File: src/rtl/fifo_read_ctrl.sv
// Read-side drain controller: dequeues from the dual-clock FIFO into a 2-entry buffer
// and presents words on a valid/ready stream. Optional word counter under READ_CNT_EN.
module fifo_read_ctrl #(
  parameter int DATA_WIDTH = 8,
  parameter int CNT_WIDTH  = 16
) (
  input  logic                  clk_read,
  input  logic                  rst_n,
  input  logic                  en,
  input  logic                  fifo_empty,
  input  logic [DATA_WIDTH-1:0] fifo_data,
  output logic                  dequeue,
  output logic                  m_valid,
  input  logic                  m_ready,
  output logic [DATA_WIDTH-1:0] m_data,
  output logic                  busy
`ifdef READ_CNT_EN
  ,
  output logic [CNT_WIDTH-1:0]  rd_count
`endif
);

  typedef enum logic [1:0] {IDLE, RUN, STOP} state_t;

  state_t                state, state_nxt;
  logic [1:0]            occ;
  logic                  pend;
  logic [DATA_WIDTH-1:0] head, tail;
  logic                  pop;
  logic [2:0]            space;

  // occ + pend never exceeds 2, so space cannot underflow
  assign pop     = m_valid & m_ready;
  assign space   = 3'd2 - {1'b0, occ} - {2'b0, pend} + {2'b0, pop};
  assign dequeue = (state == RUN) & ~fifo_empty & (space != 3'd0);
  assign m_valid = (occ != 2'd0);
  assign m_data  = head;
  assign busy    = (state != IDLE);

  always_ff @(posedge clk_read or negedge rst_n) begin
    if (!rst_n) state <= IDLE;
    else        state <= state_nxt;
  end

  always_comb begin
    state_nxt = state;
    case (state)
      IDLE:    if (en) state_nxt = RUN;
      RUN:     if (!en) state_nxt = STOP;
      STOP: begin
        if (en)                          state_nxt = RUN;
        else if (!pend && occ == 2'd0)   state_nxt = IDLE;
      end
      default: state_nxt = IDLE;
    endcase
  end

  // Stage boundary: dequeue -> pend (FIFO read latency) -> capture into buffer
  always_ff @(posedge clk_read or negedge rst_n) begin
    if (!rst_n) begin
      pend <= 1'b0;
      occ  <= 2'd0;
      head <= '0;
      tail <= '0;
    end else begin
      pend <= dequeue;
      occ  <= occ + {1'b0, pend} - {1'b0, pop};
      if (pop) head <= tail;
      // Tail slot is the first free entry after this cycle's pop
      if (pend) begin
        if (occ == 2'd0 || (occ == 2'd1 && pop)) head <= fifo_data;
        else                                     tail <= fifo_data;
      end
    end
  end

`ifdef READ_CNT_EN
  always_ff @(posedge clk_read or negedge rst_n) begin
    if (!rst_n)   rd_count <= '0;
    else if (pop) rd_count <= rd_count + CNT_WIDTH'(1);
  end
`endif

endmodule

File: config.mk
export PLATFORM = sky130hd
export DESIGN_NAME = fifo_read_ctrl
export DESIGN_NICKNAME = d
export VERILOG_FILES = /design/src/rtl/fifo_read_ctrl.sv
export SDC_FILE = /design/constraint.sdc
export NUM_CORES = 1
export LEC_CHECK = 0
export BUFFER_PORTS_ARGS = -buffer_cell sky130_fd_sc_hd__buf_2
export CORE_MARGIN = 4
export CORE_UTILIZATION = 55
export DETAILED_ROUTE_END_ITERATION = 16
export PLACE_DENSITY = 0.87
export SLEW_MARGIN = 40
export SYNTH_ARGS = -nofsm -noshare
export SYNTH_HDL_FRONTEND = slang
export SYNTH_SLANG_ARGS = --single-unit
File: constraint.sdc
create_clock -name clk_read -period 6.1 [get_ports clk_read]
set_input_delay 1.22 -clock clk_read [delete_from_list [all_inputs] [get_ports clk_read]]
set_output_delay 1.22 -clock clk_read [all_outputs]
set_load 0.01 [all_outputs]
==> flow_summary.json <==
{
  "status": "finished, final reports clean",
  "cts_resized": 0,
  "setup_viol": 0,
  "max_slew.worst_pin.slew_ps": 504,
  "r2r_start": "occ[1]$_DFF_PN0_",
  "drt_iter0_markers": 6,
  "cts_max_level": 1,
  "synth_simple_gate_area_share_pct": 5.62,
  "drive_gt1_share_pct": 57.3,
  "drtAntennaViolNets": 0,
  "hold_class": "flip-flop to flip-flop",
  "power_frac_comb_pct": 46.3,
  "finalHoldWorstSlack_ps": 494,
  "grt_max_degree": 22,
  "synth_flop_cell": "dfrtp_1",
  "regToRegEndpoint": "pend$_DFF_PN0_",
  "grt_pass1_vias": 617,
  "dp_hpwl_um": 1240,
  "synth_compound_gate_area_share_pct": 3.42,
  "crit_chain": "buf_2 > o21ai_2 > inv_1 > fa_1 > inv_1 > ha_1 > nor3b_1 > nor3_1 > buf_2",
  "yosysWarnings": 0,
  "syn_to_final_growth_pct": 15.8,
  "layout.nets": 114,
  "seqPwrFrac_pct": 42.5,
  "cp.required_ps": 4880,
  "routed_via_density": 5.02,
  "drv_slew": 0,
  "endpoint_kind": "output port",
  "drt-wirelength-per-cell_um": 13.2,
  "holdBufCountCts": 0,
  "start_util_pct": 58.6,
  "ff2ff_path_depth": 7,
  "fin_crit_sh_pct": 66.7,
  "crit_end": "dequeue",
  "syn_inst": 70,
  "p_sw_share_pct": 31.0,
  "slew_headroom_pct": 66.4,
  "timing.reg2reg.setup_slack_ps": 3970,
  "cp-startpoint": "m_ready",
  "finalCriticalPeriod_ps": 4070,
  "ys_async_sr_fraction_pct": 100,
  "synthMuxAreaShare_pct": 29.3,
  "io_buffers": 23,
  "netlist_area_um2": 1020,
  "cap_violations": 0,
  "synth.yosys.seq_area_share_pct": 51.3,
  "grt-busiest-layer": "met2",
  "remaining_drc_errors": 0,
  "die-area_um2": 2610,
  "cts_root_buffer": "clkbuf_4",
  "dieWidth_um": 51.1,
  "globalRouteMet3Util_pct": 2.92,
  "fillers": 141,
  "pin_count": 24,
  "cts.sinks": 21,
  "worst_setup_path_start_kind": "input pin",
  "routed-via-count": 608,
  "grt_use_total_pct": 14.7,
  "cts_tree": "yes",
  "synth-xor-area-share_pct": 1.71,
  "setup-tns-final_ps": 0,
  "slowest_delay_ps": 390,
  "cts-buffers-inserted": 3,
  "grt_pass1_wl_um": 2820,
  "first_pass_iters": 3,
  "post-cts-setup-buffers": 0,
  "gp_congestion": 0.679,
  "routed_wl_um": 1600,
  "crit_arrival_ps": 2850,
  "synth_edf_count": 0,
  "skew_ps": 3.84,
  "p_leak_nw": 0.593,
  "synth_top_family_by_area": "multiplexers",
  "avgSynthCellArea_um2": 14.6,
  "worstSetupPathType": "input pin to output port",
  "core_area_um2": 1750,
  "syn_nets": 87,
  "grt_antenna_before_repair": 0,
  "crit_slowest_cell": "fa_1",
  "crit_fanout": 9,
  "powerDensity_nw_per_um2": 480,
  "pwr-share-clk_pct": 11.2,
  "synth.distinct_cells": 19,
  "fp.dieH_um": 51.1,
  "p_sw_mw": 0.176,
  "synthAdderAreaFrac_pct": 5.62,
  "grt_util_met2_pct": 25.1,
  "diodes": 0,
  "final-hold-violation-count": 0,
  "met1_usage_pct": 18.8,
  "p_int_mw": 0.393,
  "clk_latency_ps": 290,
  "ys_ff_latch": 21,
  "fmax_mhz": 246,
  "grt.overflow.total": 0,
  "ir_worst_vdd_v": 0.000299,
  "clkTransAtPathRegs_ps": 110,
  "cts.path.max_buffers": 2,
  "rows": 15,
  "rsz0062_at_grt": "no"
}
worst min path at each step:
stage | slack (ps) | from | to | cells past startpoint
global route | 530 | tail[6]$_DFFE_PN0P_ | tail[6]$_DFFE_PN0P_ | 1
CTS | 500 | state[1]$_DFFE_PN0P_ | state[0]$_DFFE_PN0P_ | 1
floorplan | 450 | state[1]$_DFFE_PN0P_ | state[0]$_DFFE_PN0P_ | 1
detailed placement | 480 | state[1]$_DFFE_PN0P_ | state[0]$_DFFE_PN0P_ | 1
finish | 490 | state[1]$_DFFE_PN0P_ | state[0]$_DFFE_PN0P_ | 1
global placement | 460 | state[1]$_DFFE_PN0P_ | state[0]$_DFFE_PN0P_ | 1
registers in the layout (all words and copies together), names as in the netlist:
register / flops
state: 2
tail: 8
occ: 2
pend: 1
m_data: 8
power by group through the flow:
stage	clock, mW	combinational (mW)	sequential, mW
3_3_place_gp	0	0.257	0.243
4_1_cts	0.0661	0.269	0.243
5_1_grt	0.0752	0.293	0.251
6_report	0.0636	0.264	0.242
3_5_place_dp	0	0.267	0.247
2_1_floorplan	0	0.191	0.252
per-stage QoR:
stage | power [mW] | utilization, % | setup WS (ps) | instance area, um2 | cells
2_1_floorplan | 0.443 | - | 2320 | 1020 | 70
3_3_place_gp | 0.500 | 66.4 | 2070 | 1160 | 117
3_5_place_dp | 0.513 | 66.4 | 2010 | 1160 | 117
4_1_cts | 0.578 | 67.9 | 2010 | 1180 | 121
5_1_grt | 0.619 | 67.9 | 1850 | 1180 | 121
6_report | 0.569 | 67.9 | 2030 | 1180 | 121
cell type report:
cell class | count | area, um2 | area share (%)
sequential | 21 | 526 | 44.4
timing repair buffer | 23 | 115 | 9.71
multi-input combinational | 43 | 468 | 39.5
clock buffer | 4 | 26.3 | 2.22
inverter | 5 | 18.8 | 1.58
tap | 25 | 31.3 | 2.64
cell usage after synthesis (2+ instances only):
library cell	count	area (um2)
ha_1	3	37.5
xnor2_1	2	17.5
o21ai_2	2	17.5
inv_1	5	18.8
mux2_2	16	180
dfrtp_1	21	526
mux2_4	8	120
or2_2	2	12.5
layer usage:
| metal | up-vias | part of all wire (%) |
|---|---|---|
| met5 | - | 0 |
| met3 | 2 | 4.6 |
| met4 | 0 | 0.87 |
| met1 | 302 | 42 |
| met2 | 12 | 52 |
| li1 | 292 | - |
cells by family (layout without fill, tap and decap cells):
| kind of cell | count (synthesis) | after routing |
|---|---|---|
| xor+xnor | 2 | 2 |
| fa+ha+maj | 4 | 4 |
| simple gates | 8 | 8 |
| buf+inv | 6 | 32 |
| compound gates | 5 | 5 |
| flops | 21 | 21 |
| mux | 24 | 24 |
cell usage in the layout, fill, tap and decap left out:
master and n:
a21oi_1 1, nor3_1 1, nor2b_4 1, mux2_4 8, nor3b_1 1, or2_2 2
o21ai_0 1, clkbuf_4 3, nand2b_1 1, nor2b_1 1, xnor2_1 2, dfrtp_1 21
fa_1 1, o21ai_2 2, buf_2 23, mux2_2 16, ha_1 3, clkbuf_1 1
a21boi_0 1, inv_1 5, or3_1 1
worst max-delay path, delay by kind of cell:
kind,cells,cell delay (ps)
fa+ha+maj,2,600
buf+inv,4,500
simple gates,2,330
compound gates,1,200
No activity file was read; power rests on OpenSTA's default activity.
